## config.mk

```make
export PLATFORM = sky130hd
export DESIGN_NAME = hexkeypad
export DESIGN_NICKNAME = d
export VERILOG_FILES = /design/src/rtl/hexkeypad_pkg.sv /design/src/rtl/hexkeypad_debounce.sv /design/src/rtl/hexkeypad.sv
export SDC_FILE = /design/constraint.sdc
export NUM_CORES = 1
export LEC_CHECK = 0
export CAP_MARGIN = 20
export CORE_ASPECT_RATIO = 0.5
export CORE_MARGIN = 2
export CORE_UTILIZATION = 53
export CTS_BUF_LIST = sky130_fd_sc_hd__clkbuf_8
export CTS_CLUSTER_SIZE = 28
export DETAILED_ROUTE_END_ITERATION = 7
export GPL_TIMING_DRIVEN = 0
export HOLD_SLACK_MARGIN = 0.15
export PLACE_DENSITY = 0.74
export SYNTH_ARGS = -nofsm -noshare
export SYNTH_HDL_FRONTEND = slang
export SYNTH_HIERARCHICAL = 1
export SYNTH_SLANG_ARGS = --single-unit
```

## constraint.sdc

```tcl
create_clock -name clk -period 9.46 [get_ports clk]
set_input_delay 1.419 -clock clk [delete_from_list [all_inputs] [get_ports clk]]
set_output_delay 1.419 -clock clk [all_outputs]
set_load 0.05 [all_outputs]
```

## src/rtl/hexkeypad_pkg.sv

```systemverilog
// hexkeypad_pkg: shared types and constants for the 4x4 hex keypad scanner.
// Used by hexkeypad and hexkeypad_debounce.
package hexkeypad_pkg;

  typedef enum logic [1:0] {
    RES_NONE  = 2'd0,
    RES_ONE   = 2'd1,
    RES_MULTI = 2'd2
  } res_kind_t;

  typedef struct packed {
    res_kind_t  kind;
    logic [3:0] code;
  } frame_res_t;

  typedef enum logic {
    IDLE    = 1'b0,
    PRESSED = 1'b1
  } key_state_t;

  localparam logic [3:0] COL_RESET = 4'b1110;

  // Nibble 4r+c holds the legend of row r, column c (star = E, hash = F).
  localparam logic [63:0] KEYMAP = 64'hDF0E_C987_B654_A321;

  function automatic logic [3:0] key_code(input logic [1:0] r, input logic [1:0] c);
    logic [3:0] idx;
    idx = {r, c};
    return KEYMAP[{idx, 2'b00} +: 4];
  endfunction

endpackage

```

## src/rtl/hexkeypad_debounce.sv

```systemverilog
// hexkeypad_debounce: counts consecutive identical frame results and flags
// the result as stable once DEBOUNCE matching frames have been seen.
module hexkeypad_debounce
  import hexkeypad_pkg::*;
#(
  parameter int DEBOUNCE = 4
) (
  input  logic       clk,
  input  logic       rst_n,
  input  logic       frame_valid,
  input  frame_res_t frame_res,
  output logic       stable,
  output frame_res_t stable_res
);

  localparam int CW = $clog2(DEBOUNCE + 1);

  logic [CW-1:0] count;
  frame_res_t    last_res;

  always_ff @(posedge clk or negedge rst_n) begin
    if (!rst_n) begin
      count    <= '0;
      last_res <= '0;
    end else if (frame_valid) begin
      last_res <= frame_res;
      if (frame_res == last_res) begin
        if (count < CW'(DEBOUNCE))
          count <= count + 1'b1;
      end else begin
        count <= CW'(1);
      end
    end
  end

  assign stable     = (count == CW'(DEBOUNCE));
  assign stable_res = last_res;

endmodule

```

## src/rtl/hexkeypad.sv

```systemverilog
// hexkeypad: 4x4 matrix keypad scanner with per-frame debounce and press FSM.
// Define HEXKEYPAD_WORD_EN to add a 16-bit shift-in word of accepted keys.
module hexkeypad
  import hexkeypad_pkg::*;
#(
  parameter int SCAN_DIV = 4096,
  parameter int DEBOUNCE = 4
) (
  input  logic       clk,
  input  logic       rst_n,
  input  logic [3:0] row,
  output logic [3:0] col,
  output logic [3:0] key,
  output logic       key_valid,
  output logic       key_held
`ifdef HEXKEYPAD_WORD_EN
  ,
  output logic [15:0] word
`endif
);

  localparam int SW = $clog2(SCAN_DIV);

  logic [3:0]    row_meta, row_sync;
  logic [SW-1:0] slot;
  logic [1:0]    col_idx;
  logic [15:0]   snapshot;
  logic          frame_done;
  logic          slot_end;
  logic [4:0]    zeros;
  logic [3:0]    hit;
  frame_res_t    frame_res;
  logic          stable;
  frame_res_t    stable_res;
  key_state_t    state, state_next;
  logic          load_key, valid_next, held_next;

  always_ff @(posedge clk or negedge rst_n) begin
    if (!rst_n) begin
      row_meta <= 4'hF;
      row_sync <= 4'hF;
    end else begin
      row_meta <= row;
      row_sync <= row_meta;
    end
  end

  assign slot_end = (slot == SW'(SCAN_DIV - 1));

  // Rows are sampled in the last slot of each column so the strobe has settled.
  always_ff @(posedge clk or negedge rst_n) begin
    if (!rst_n) begin
      slot       <= '0;
      col        <= COL_RESET;
      col_idx    <= '0;
      snapshot   <= '0;
      frame_done <= 1'b0;
    end else begin
      frame_done <= 1'b0;
      if (slot_end) begin
        slot                          <= '0;
        col                           <= {col[2:0], col[3]};
        col_idx                       <= col_idx + 2'd1;
        snapshot[{col_idx, 2'b00} +: 4] <= row_sync;
        frame_done                    <= (col_idx == 2'd3);
      end else begin
        slot <= slot + 1'b1;
      end
    end
  end

  // Snapshot bit 4c+r is row r of column c; MULTI carries code 0 so repeats compare equal.
  always_comb begin
    zeros          = '0;
    hit            = '0;
    frame_res.kind = RES_NONE;
    frame_res.code = '0;
    for (int i = 0; i < 16; i++) begin
      if (!snapshot[i]) begin
        zeros = zeros + 5'd1;
        hit   = 4'(i);
      end
    end
    if (zeros == 5'd1) begin
      frame_res.kind = RES_ONE;
      frame_res.code = key_code(hit[1:0], hit[3:2]);
    end else if (zeros > 5'd1) begin
      frame_res.kind = RES_MULTI;
    end
  end

  hexkeypad_debounce #(
    .DEBOUNCE(DEBOUNCE)
  ) u_debounce (
    .clk        (clk),
    .rst_n      (rst_n),
    .frame_valid(frame_done),
    .frame_res  (frame_res),
    .stable     (stable),
    .stable_res (stable_res)
  );

  always_ff @(posedge clk or negedge rst_n) begin
    if (!rst_n)
      state <= IDLE;
    else
      state <= state_next;
  end

  // A release must be seen before another key is accepted, so roll-over is silent.
  always_comb begin
    state_next = state;
    load_key   = 1'b0;
    valid_next = 1'b0;
    held_next  = key_held;
    case (state)
      IDLE: begin
        if (stable && stable_res.kind == RES_ONE) begin
          state_next = PRESSED;
          load_key   = 1'b1;
          valid_next = 1'b1;
          held_next  = 1'b1;
        end
      end
      PRESSED: begin
        if (stable && stable_res.kind == RES_NONE) begin
          state_next = IDLE;
          held_next  = 1'b0;
        end
      end
      default: state_next = IDLE;
    endcase
  end

  always_ff @(posedge clk or negedge rst_n) begin
    if (!rst_n) begin
      key       <= '0;
      key_valid <= 1'b0;
      key_held  <= 1'b0;
    end else begin
      key_valid <= valid_next;
      key_held  <= held_next;
      if (load_key)
        key <= stable_res.code;
    end
  end

`ifdef HEXKEYPAD_WORD_EN
  // Key D acts as a clear for the assembled word instead of being shifted in.
  always_ff @(posedge clk or negedge rst_n) begin
    if (!rst_n)
      word <= '0;
    else if (load_key) begin
      if (stable_res.code == 4'hD)
        word <= '0;
      else
        word <= {word[11:0], stable_res.code};
    end
  end
`endif

endmodule

```

==> results of run 1 <==
## kinds of logic (layout without fill, tap and decap cells)
family / count (synthesis) / in the layout / share of synthesized area, %
AND/OR/NAND/NOR: 224 / 224 / 22.2
AO/OA/AOI/OAI: 136 / 136 / 17.9
XOR/XNOR: 65 / 65 / 13.5
buffers and inverters: 61 / 119 / 4.69
flip-flops: 59 / 59 / 28.9
adder cells (fa/ha/maj): 29 / 29 / 7.05
multiplexers: 26 / 26 / 5.71
## sequential cells by signal, indices dropped and copies added (netlist names)
| register | cells |
|---|---|
| frame_done | 1 |
| row_sync | 4 |
| key_held | 1 |
| slot | 12 |
| col_idx | 2 |
| u_debounce/stable_res | 6 |
| row_meta | 4 |
| col | 4 |
| key | 4 |
| key_valid | 1 |
| state | 1 |
| u_debounce/count | 3 |
| snapshot | 16 |
## final cells by class
type / count / area [um2] / area share (%)
clock inverter: 6 / 88.8 / 1.40
inverter: 33 / 129 / 2.04
clock buffer: 10 / 138 / 2.18
buffer: 26 / 120 / 1.90
timing repair buffer: 44 / 379 / 5.99
tap: 135 / 169 / 2.67
multi-input combinational: 480 / 3810 / 60.3
sequential: 59 / 1490 / 23.6
## power by group
part,internal [uW],switching [uW]
registers,255,1.45
clock network,155,104
logic,2.59,5.09
## critical path: cells and delay by family, from the launching register on
family | cells | cell delay, ns
AOI/OAI and AO/OA | 14 | 2.65
and+or+nand+nor | 16 | 2.72
DFF | 1 | 0.38
buffers and inverters | 4 | 0.42
muxes | 4 | 0.99
adders and majority gates | 6 | 1.52
xor gates and xnor gates | 3 | 0.51
## through the flow
stage                     utilization (%)  std cells  TNS [ns]
after floorplan                         -        600         0
after global placement               57.9        750     -4.96
after detailed placement             58.0        751     -6.15
after CTS                            62.7        776         0
after global routing                 67.0        793    -0.618
final                                67.0        793         0
## worst max path at each step
stage / startpoint / to / slack (ns) / depth (start not counted)
floorplan: snapshot[1] / u_debounce/count[0] / 0.06 / 49
global placement: snapshot[1] / u_debounce/count[0] / -0.96 / 49
CTS: snapshot[1] / u_debounce/count[0] / 0.009 / 48
detailed placement: snapshot[1] / u_debounce/count[0] / -1.10 / 50
finish: snapshot[2] / u_debounce/count[0] / 0.14 / 47
global route: snapshot[2] / u_debounce/count[0] / -0.26 / 47
## what timing repair did
action,CTS,global route
pin swaps,9,21
endpoints found under the setup margin,9,9
resized for setup,27,57
hold buffers,0,0
setup buffers,10,18
## per-layer routing
metal,vias up,part of all wire (%)
met5,-,0
li1,2235,-
met3,16,4.5
met2,114,47
met4,0,1.0
met1,2151,47
## synthesized netlist by cell type (8+ instances only)
master / number / area (um2)
nand2_1: 67 / 251
dfrtp_1: 48 / 1200
nor2_1: 42 / 158
xnor2_1: 41 / 359
o21ai_0: 36 / 180
inv_1: 32 / 120
ha_1: 29 / 363
a21oi_1: 26 / 130
clkbuf_1: 21 / 78.8
mux2_2: 17 / 191
nand3_1: 16 / 80.1
nor3_1: 15 / 75.1
xor2_1: 15 / 131
nor2b_1: 14 / 87.6
dfstp_2: 11 / 289
nor3b_1: 11 / 82.6
nand2b_1: 9 / 56.3
and3_1: 8 / 50.1
mux2i_1: 8 / 80.1
nand4_1: 8 / 50.1
==> results.yml, run 1 <==
setup_path:
  r2r_setup_slack_ns: 0.14
  end_kind: "flip-flop"
  crit_top_cell: "ha_4"
  slowest_delay_ns: 0.42
  path_max_fanout: 10
  cp_slowest_cell: "or3_4"
  required_ns: 9.68
  r2r_cells: 47
  r2r-start: "snapshot[2]"
  cp.arrival_ns: 9.53
  rr_endpoint: "u_debounce/count[0]"
  crit_type: "flip-flop to flip-flop"
  start_kind: "flip-flop"
min_path:
  hold_path_class: "flip-flop to flip-flop"
  hold_depth: 0
  min_from: "row_meta[1]"
  hold_path_end: "row_sync[1]"
finish:
  antenna_cells: 0
  nFillCells: 739
  drive_gt1_share_pct: 23.4
  final_area_mm2: 0.00633
  final_cell_mix: "nand2_1, dfrtp_1, xnor2_1, nor2_1, o21ai_0"
  area_growth_pct: 22.9
  nNetsFinal: 688
  layout_commonest_cell: "nand2_1"
clock_network:
  clk_path_buf_depth: 2
  cts_sinks: 59
  cts_inserted_buffers: 9
  tritoncts: "yes"
  cts.clk_slew.worst_paths_ns: 0.07
  cts_root_buf: "clkbuf_8"
  clk_latency_ns: 0.34
  htree_levels: 3
global_routing:
  antenna_found_initial: 0
  busiest_layer: "met2"
  grtUsageMet2_pct: 39.4
  gr-usage-all-layers_pct: 22.9
  grt_pass1_vias: 4175
  grt_start_max_net_pins: 36
  grt_overflow: 0
  grt_first_pass_wirelength_mm: 19.4
  grt.met3_usage_pct: 4.04
  use_met1_pct: 31.0
timing:
  layout_min_cycle_time_ns: 9.32
  max_slew_margin_pct: 27.4
  rsz0062_at_grt: "yes"
  drv_slew: 0
  fin_crit_sh_pct: 98.5
  tightest_slew_ns: 1.06
  skew_ns: 0.0104
  max_freq_mhz: 107
  finalSetupViolations: 0
  finalWorstSetupSlack_ns: 0.144
  finalHoldWorstSlack_ns: 0.358
  final-hold-violation-count: 0
logic_synthesis:
  synth_sequential_area_ratio_pct: 28.9
  synth_flop_cell: "dfrtp_1"
  yosys_warnings: 6
  netlist_instances: 600
  syn_area_per_cell_um2: 8.58
  syn-cell-area_mm2: 0.00515
  synth.distinct_cells: 79
  synth_seq_cells: 59
  synth-edff-count: 0
  syn_nets: 635
  async_flop_share_pct: 100
power:
  vdd_ir_drop_max_mv: 0.112
  p_leak_uw: 0.00260
  power_density_mw_per_mm2: 82.9
  power_uw: 524
route:
  first_pass_iters: 4
  via_per_inst: 5.69
  drt_iter0_drc: 300
  route.detailed.drc: 0
  vias: 4516
  detail-route-antenna-nets: 0
  wl_per_cell_um: 15.2
  drt_wl_total_mm: 12.1
die:
  ios: 16
  die_w_um: 143
  dieArea_mm2: 0.0106
  start_util_pct: 54.5
  fp-row-count: 25
  die_h_um: 73.7
  core-area_mm2: 0.00945
placed_design:
  post-place-ws_ns: -1.10
  io_buffer_count: 15
  dpl-instance-area_mm2: 0.00548
  gp_congestion: 0.870
  dp_hpwl_mm: 8.10
status:
  outcome: "complete, no violations"
run:
  maxCapViolations: 0
(Power assumes the default switching activity.)
==> run 2, diff against run 1 <==
--- a/config.mk
+++ b/config.mk
@@ -5,6 +5,7 @@
 export SDC_FILE = /design/constraint.sdc
 export NUM_CORES = 1
 export LEC_CHECK = 0
+export ABC_CLOCK_PERIOD_IN_PS = 9460
 export CAP_MARGIN = 20
 export CORE_ASPECT_RATIO = 0.5
 export CORE_MARGIN = 2
@@ -12,7 +13,6 @@
 export CTS_BUF_LIST = sky130_fd_sc_hd__clkbuf_8
 export CTS_CLUSTER_SIZE = 28
 export DETAILED_ROUTE_END_ITERATION = 7
-export GPL_TIMING_DRIVEN = 0
 export HOLD_SLACK_MARGIN = 0.15
 export PLACE_DENSITY = 0.74
 export SYNTH_ARGS = -nofsm -noshare
==> run 2 against run 1 <==
  * Global-route usage decreased by 1.1 points
  * Clock-buffer cell count increased by 1
  * Combinational power decreased by 9.1%
  * Register-to-register slack improved by 0.13 ns
  * Power decreased by 0.58%
  * Worst hold slack got worse by 0.0036 ns
  * Largest cell class unchanged
==> results.yml, run 2 (same netlist as run 1, synthesis figures left out) <==
status:
  outcome: "complete, no violations"
setup_path:
  required_ns: 9.68
  crit_type: "flip-flop to flip-flop"
  cp_slowest_cell: "or3_4"
  cp_top_family: "simple AND/OR/NAND/NOR gates"
  slowest_delay_ns: 0.43
  path_buf_inv: 4
  r2r_cells: 49
  start_kind: "flip-flop"
  r2r_setup_slack_ns: 0.27
  r2r-start: "snapshot[1]"
  cp.arrival_ns: 9.41
  crit_top_cell: "ha_4"
  end_kind: "flip-flop"
  path_max_fanout: 5
  rr_endpoint: "u_debounce/count[0]"
timing:
  finalSetupViolations: 0
  finalWorstSetupSlack_ns: 0.275
  rsz0062_at_grt: "yes"
  skew_ns: 0.00490
  fin_crit_sh_pct: 97.1
  final-hold-violation-count: 0
  drv_slew: 0
  max_freq_mhz: 109
  tightest_slew_ns: 1.07
  layout_min_cycle_time_ns: 9.19
  fin_setup_tns_ns: 0
  max_slew_margin_pct: 27.1
clock_network:
  cts_root_buf: "clkbuf_8"
  cts_sinks: 59
  cts.hold.buffers_added: 0
  cts_inserted_buffers: 9
  tritoncts: "yes"
  cts.clk_slew.worst_paths_ns: 0.06
  clk_latency_ns: 0.34
  clk_path_buf_depth: 2
  htree_levels: 3
route:
  drt_wl_total_mm: 11.4
  drt_iter0_drc: 372
  route.detailed.drc: 0
  via_per_inst: 5.65
  detail-route-antenna-nets: 0
  wl_per_cell_um: 14.7
  first_pass_iters: 5
  vias: 4359
global_routing:
  gr-usage-all-layers_pct: 21.8
  grt_pass1_vias: 4003
  grt_overflow: 0
  antenna_found_initial: 0
  grt_start_max_net_pins: 60
  grt_first_pass_wirelength_mm: 18.7
placed_design:
  dp_hpwl_mm: 7.85
  post-place-ws_ns: -0.200
  gp_congestion: 0.856
  io_buffer_count: 15
power:
  power_density_mw_per_mm2: 84.2
  p_leak_uw: 0.00256
  power_uw: 521
  vdd_ir_drop_max_mv: 0.107
min_path:
  min_from: "row_meta[1]"
  hold_path_end: "row_sync[1]"
  hold_depth: 0
  hold_path_class: "flip-flop to flip-flop"
run:
  maxCapViolations: 0
die:
  ios: 16
  die_h_um: 73.7
  start_util_pct: 54.5
  fp-row-count: 25
  core-area_mm2: 0.00945
  die_w_um: 143
  dieArea_mm2: 0.0106
finish:
  final_cell_mix: "nand2_1, dfrtp_1, xnor2_1"
  top_register: "snapshot"
  antenna_cells: 0
  drive_gt1_share_pct: 23.9
  layout_commonest_cell: "nand2_1"
  nNetsFinal: 667
  area_growth_pct: 20.3
  post-route-util_pct: 65.6
  largest_register_ffs: 16
-- run 2: cell count changes in the layout (fill, tap and decap cells not counted), moves of 2 or more --
cell | before | now
buf_4 | 27 | 33
inv_1 | 27 | 30
nor2_1 | 38 | 36
buf_2 | 4 | 1
clkbuf_1 | 20 | 0
nor2_2 | 1 | 4
-- run 2: worst max-delay path by stage --
| stage | startpoint | slack, ns | cells after the start | endpoint |
|---|---|---|---|---|
| 2_1_floorplan | snapshot[1] | 0.06 | 49 | u_debounce/count[0] |
| 3_3_place_gp | snapshot[0] | 0.14 | 49 | u_debounce/count[0] |
| 3_5_place_dp | snapshot[0] | -0.20 | 47 | u_debounce/count[0] |
| 4_1_cts | snapshot[0] | 0.03 | 49 | u_debounce/count[0] |
| 5_1_grt | snapshot[1] | -0.25 | 49 | u_debounce/count[0] |
| 6_report | snapshot[1] | 0.27 | 49 | u_debounce/count[0] |
-- run 2: cell type report --
class                      count  area [um2]
timing repair buffer          49         404
sequential                    59        1490
clock inverter                 5        76.3
clock buffer                  11         151
fill                         778        3250
multi-input combinational    480        3780
tap                          135         169
inverter                      33         126
-- run 2: routing by layer --
metal	global-route usage, %	up-vias	wire (um)
li1	-	2196	-
met1	30.4	2073	5580
met2	34.1	86	5220
met3	4.89	4	499
met4	6.43	0	60
met5	0	-	0
-- run 2: through the flow --
step	std cells	hold slack (ns)	area [um2]
floorplan	600	0.345	5150
global placement	742	0.346	5500
detailed placement	742	0.348	5500
CTS	762	0.356	5810
global route	772	0.354	6190
finish	772	0.354	6190
-- run 2: where the power goes --
group | leakage (uW) | internal (uW) | switching (uW)
combinational | 0.00167 | 2.03 | 4.95
sequential | 0.000772 | 256 | 1.36
clock | 0.000117 | 161 | 96.3
total | 0.00256 | 419 | 103
-- run 2: timing repair --
item,4_1_cts,5_1_grt
setup buffers,4,10
gates cloned,0,0
pin swaps,4,35
gates resized for setup,10,60
endpoints found under the setup margin,3,9
==> RTL change 1 (config.mk and constraints of run 2) <==
Build with the macro `HEXKEYPAD_WORD_EN` defined.
--- a/src/rtl/hexkeypad.sv
+++ b/src/rtl/hexkeypad.sv
@@ -2,2 +2,4 @@
 // Define HEXKEYPAD_WORD_EN to add a 16-bit shift-in word of accepted keys.
+`define HEXKEYPAD_WORD_EN
+
 module hexkeypad
Check against the original RTL (old outputs only; new: word): equivalent (equiv_simple and equiv_induct, registers matched by name and starting in step).
==> RTL change 1 against run 2 <==
  * Worst setup slack worse by 0.023 ns
  * Critical path depth did not move
  * Final area grew 9.6%
  * Non-clock buffer count increased by 21
  * Power up 6.5%
  * Synthesized area grew 7.9%
  * Wire length up 7.6%
  * Sequential power up 26%
  * Via count increased by 7.2%
  * Global-route usage decreased by 0.58 points
  * Final cell count is 6.2% higher
  * Die area is 7.6% higher
  * Sequential cell count increased by 16
  * Critical endpoint unchanged
  * Largest power group unchanged
==> RTL change 1: results (changes against run 2) <==
| Metric | Value |
|---|---|
| Clock Skews | 0.0168 ns (+0.0119 ns) |
| Area contributors post-synth | dfrtp_1 29%, ha_1 6.5%, nand2_1 6.1% |
| DR iter-0 viols | 251 (-33%) |
| First-pass GRT wire length | 20000 um (+7.1%) |
| DPL Wire Length | 8340 um (+6.3%) |
| Largest regs | snapshot: 16 flops, word: 16 flops, slot: 12 flops |
| Post-synth EDFFs | 0 (unchanged) |
| CP max FO | 5 (unchanged) |
| Global Route Usage Sum | 0.212 (-0.00585) |
| Fill cells | 815 (+4.8%) |
| Number of synthesis warnings | 6 (unchanged) |
| Fin nets | 711 (+6.6%) |
| N_diodes | 0 (unchanged) |
| Wire per inst | 14.9 um (+1.3%) |
| Final wirelength | 12200 um (+7.6%) |
| Top delay family on crit path | simple AND/OR/NAND/NOR gates |
| Crit path largest cell delay | 0.38 ns (-0.05 ns) |
| Largest net degree at the start of global routing | 76 (+27%) |
| Hold crit path type | flop to flop |
| WP data arrival | 9.43 ns (+0.02 ns) |
| Status | finished clean |
| Synth unique cells | 74 (-6.3%) |
| VDD IR max | 0.100 mV (-6.3%) |
| Initial DRT Pass Iterations | 5 (unchanged) |
| Share of layout cells above drive strength 1 | 0.237 (-0.00185) |
| Vias in the first global route | 4274 (+6.8%) |
| CTS clk-pin slew, worst paths | 0.09 ns (+0.03 ns) |
| Root Buffer | clkbuf_8 |
| Cells after synthesis | 621 (+3.5%) |
| Worst skew pair latency | between 0.3 and 0.4 ns |
| Main synth FF type | dfrtp_1 |
| Worst slew pin tran | 0.906 ns (-0.160 ns) |
| Syn nets | 656 (+3.3%) |
| I/O Buffers | 31 (+16) |
| Clock buffer depth | 2 (unchanged) |
| CTS buffer count | 9 (unchanged) |
| Register area share after synthesis | 0.340 (+0.0508) |
| Post-synth top cells | 91 x nand2_1, 64 x dfrtp_1, 34 x o21ai_0 |
| CTS H-tree depth | 3 (unchanged) |
| Leak pwr | 2.80 nW (+9.7%) |
| Vias per cell | 5.70 (+0.91%) |
| Highest-delay cell along the critical path | a311o_1 |
| Initial antenna violation count | 0 (unchanged) |
| Placed Cells | 791 (+6.6%) |
| Fraction of registers with async set/reset | 1.00 (unchanged) |
| Gpl congestion | 0.820 (-4.2%) |
RTL change 1: cell types whose count changed after synthesis, moves of 5 or more:
cell and delta:
a21oi_1 +7, a22o_1 +14, buf_1 +5, clkbuf_1 -6, dfrtp_1 +16, nand2_1 +24, nor2_1 -11, nor3_1 -5
nor3b_1 -6, or2_2 +5, xnor2_1 -8, xor2_1 +5
RTL change 1: metal layers:
metal / GRT usage / wire [um] / vias to the layer above / share of wire
met5: 0 / 0 / - / 0
met4: 0.0324 / 147 / 0 / 0.012
met2: 0.336 / 5660 / 119 / 0.46
met1: 0.306 / 5870 / 2223 / 0.48
li1: - / - / 2314 / -
met3: 0.0455 / 548 / 16 / 0.045
RTL change 1: cell families (layout without fill, tap and decap cells):
group,Yosys count,in the layout,synth area share
flops,75,75,0.340
fa+ha+maj,29,29,0.0653
xor+xnor,64,64,0.129
simple gates,226,226,0.201
buf+inv,58,117,0.0408
compound gates,148,148,0.183
mux,21,21,0.0408
RTL change 1: area by class of cell:
cell class,count,area (sq um),share of cell area
multi-input cells,488,3810,0.562
inverters,32,123,0.0181
clock inverters,5,40.0,0.00590
flip-flops and latches,75,1890,0.279
repair buffers,70,608,0.0896
clock buffers,10,138,0.0203
well taps,140,175,0.0258
RTL change 1: final timing paths:
path                       depth (start not counted)                  end  slack (ns)        start
hold / removal                                     0          row_sync[1]        0.35  row_meta[1]
hold reg to reg                                    0          row_sync[1]        0.35  row_meta[1]
max in group asynchronous                          1          snapshot[2]        7.60        rst_n
min in group asynchronous                          1              slot[0]        1.17        rst_n
setup reg to reg                                  49  u_debounce/count[0]        0.25  snapshot[0]
setup / recovery                                  49  u_debounce/count[0]        0.25  snapshot[0]
RTL change 1: per-stage QoR:
stage | area (sq um) | setup slack [ns] | TNS (ns) | total power, mW | hold WS [ns]
floorplan | 5620 | 0.0125 | 0 | 0.331 | 0.345
global placement | 6180 | 0.0680 | 0 | 0.340 | 0.345
detailed placement | 6180 | -0.127 | -0.288 | 0.340 | 0.347
CTS | 6390 | 0.00353 | 0 | 0.562 | 0.353
global route | 6790 | -0.135 | -0.352 | 0.579 | 0.355
finish | 6790 | 0.252 | 0 | 0.555 | 0.351
RTL change 1: timing repair:
item | CTS | global route
hold buffers | 0 | 0
cloned | 0 | 0
pin swaps | 6 | 47
gates resized for setup | 6 | 59
setup endpoints to repair | 3 | 9
setup buffers | 0 | 14
RTL change 1: where the power goes:
group          internal [mW]  switching, mW  total [mW]
Sequential             0.324        0.00145       0.325
Clock                  0.102          0.121       0.222
Combinational        0.00187        0.00617     0.00804
==> RTL change 2 (flow settings as in run 2) <==
Without the edit above. Put one more register stage on the output `col`, without a reset. The value now appears one clock later. The other outputs are not delayed to match.
--- a/src/rtl/hexkeypad.sv
+++ b/src/rtl/hexkeypad.sv
@@ -22,2 +22,4 @@
   localparam int SW = $clog2(SCAN_DIV);
+
+  logic [3:0] col_s0;
 
@@ -53,3 +55,3 @@
       slot       <= '0;
-      col        <= COL_RESET;
+      col_s0     <= COL_RESET;
       col_idx    <= '0;
@@ -61,3 +63,3 @@
         slot                          <= '0;
-        col                           <= {col[2:0], col[3]};
+        col_s0                        <= {col_s0[2:0], col_s0[3]};
         col_idx                       <= col_idx + 2'd1;
@@ -161,2 +163,6 @@
 
+  always_ff @(posedge clk) begin
+    col <= col_s0;
+  end
+
 endmodule
Formal check against the unedited RTL: no difference found for any inputs over 10 cycles, from zero or initial values and one cycle with rst_n low; that may be too few to reach the edited logic, so the function may still have changed.
==> RTL change 2 against run 2 <==
  * Via count shrank 3.4%
  * Worst setup slack improved by 0.094 ns
  * Sequential cell count up 4
  * First-iteration DRC count shrank 29%
  * Power grew 2.4%
  * Synthesized area about the same
  * Clock power down 2%
  * Global-route usage fell by 0.95 points
  * Clock skew grew 0.0020 ns
  * Final area fell by 3.2%
  * Wire length fell by 5.1%
  * Largest cell class unchanged
==> RTL change 2: results (changes against run 2) <==
| Metric | Value |
|---|---|
| Status | finished clean |
| Worst setup path end | u_debounce/count[0] |
| Initial DRT Pass Iterations | 5 (unchanged) |
| Post-synth top cells | 62 x nand2_1, 48 x dfrtp_1, 39 x nor2_1 |
| Crit path largest cell delay | 0.41 ns (-0.02 ns) |
| VDD IR max | 0.116 mV (+8.2%) |
| Synth Area in Compound Gates | 0.162 (-0.0173) |
| Global Route Usage Sum | 0.208 (-0.00949) |
| Worst hold path depth | 0 (unchanged) |
| Share of layout cells above drive strength 1 | 0.212 (-0.0270) |
| Slew HR | 0.339 (+0.0680) |
| Cells after synthesis | 577 (-3.8%) |
| Clock buffer depth | 2 (unchanged) |
| CP max FO | 6 (+1) |
| N_diodes | 0 (unchanged) |
| Highest-delay cell along the critical path | dfrtp_1 |
| Setup crit start | snapshot[0] |
| Fill cells | 789 (+1.4%) |
| Gpl congestion | 0.914 (+6.8%) |
| Largest net degree at the start of global routing | 60 (unchanged) |
| DR iter-0 viols | 265 (-29%) |
| Mux cell area share after synthesis | 0.0655 (+0.00833) |
| Post-Synth XOR/XNOR Area | 0.142 (+0.00719) |
| Register area share after synthesis | 0.305 (+0.0159) |
| Hold crit path type | flop to flop |
| Fin nets | 649 (-2.7%) |
| Synth Area in Adders | 0.0706 (about the same) |
| Worst skew pair latency | 0.34 ns (about the same) |
| Root Buffer | clkbuf_8 |
| Hold Crit Start | row_meta[3] |
| Placed Cells | 719 (-3.1%) |
| Sw Share | 0.200 (+0.00356) |
| Vias | 4212 (-3.4%) |
| CTS H-tree depth | 3 (unchanged) |
| Syn nets | 612 (-3.6%) |
| WP data arrival | 9.31 ns (-0.10 ns) |
| Dpl ws | -0.109 ns (+0.0902 ns) |
| Worst Reg-to-Reg Cells | 45 (-8.2%) |
| Vias per cell | 5.59 (-1.1%) |
| Area contributors post-synth | dfrtp_1 23%, ha_1 7.1%, xnor2_1 6.0% |
| Vias in the first global route | 3888 (-2.9%) |
| Initial antenna violation count | 0 (unchanged) |
| Reg2Reg Setup Slack | 0.37 ns (+0.09 ns) |
| Fraction of registers with async set/reset | 0.937 (-0.0635) |
| Largest Register | snapshot |
| CTS clk-pin slew, worst paths | ~0.070 ns |
| First-pass GRT wire length | 17700 um (-5.3%) |
| Synth unique cells | 73 (-7.6%) |
| Hold EP | row_sync[3] |
| Clock Skews | 0.00687 ns (+0.00197 ns) |
| Leak pwr | 2.48 nW (-3.1%) |
| Max reg flops | 16 (unchanged) |
| Crit share post-route | 0.961 (-0.00989) |
| Number of synthesis warnings | 6 (unchanged) |
| Wire per inst | 14.3 um (-2.9%) |
| WHS | 0.352 ns (-0.00151 ns) |
| DPL Wire Length | 7590 um (-3.4%) |
## RTL change 2: area by class of cell
type / instances / share of cell area
multi-input combinational: 457 / 0.588
clock buffer: 10 / 0.0230
inverter: 37 / 0.0232
clock inverter: 6 / 0.0129
tap: 135 / 0.0282
timing repair buffer: 46 / 0.0630
sequential: 63 / 0.262
## RTL change 2: routing by layer
metal | wire (um) | GRT usage | up-vias
li1 | - | - | 2109
met1 | 5120 | 0.283 | 1980
met2 | 5030 | 0.346 | 104
met3 | 467 | 0.0339 | 19
met4 | 161 | 0.0664 | 0
met5 | 0 | 0 | -
## RTL change 2: power groups by stage
stage | logic [mW] | clock network, mW | registers (mW)
after floorplan | 0.000318 | 0 | 0.278
after global placement | 0.00742 | 0 | 0.279
after detailed placement | 0.00745 | 0 | 0.279
after CTS | 0.00749 | 0.260 | 0.274
after global routing | 0.00839 | 0.272 | 0.274
final | 0.00708 | 0.253 | 0.274
## RTL change 2: repair_timing
item | CTS | global route
pin swaps | 4 | 17
setup endpoints to repair | 3 | 9
gates resized for setup | 2 | 37
hold buffers | 0 | 0
setup buffers | 1 | 18
## RTL change 2: worst max-delay path: cells and delay by family, from the launching register on
kind,cells,cell delay (ns)
simple gates,16,2.86
buf+inv,4,0.46
xor+xnor,5,0.86
mux,2,0.41
fa+ha+maj,8,2.39
flops,1,0.41
compound gates,10,1.56
## RTL change 2: metrics by stage
stage          setup TNS [ns]  instance area [sq um]  power (mW)   util
6_report                    0                   6000       0.534  0.635
5_1_grt                -0.258                   6000       0.554  0.635
4_1_cts                     0                   5690       0.541  0.603
3_5_place_dp           -0.205                   5460       0.286  0.578
3_3_place_gp                0                   5460       0.286  0.578
2_1_floorplan               0                   5140       0.278      -
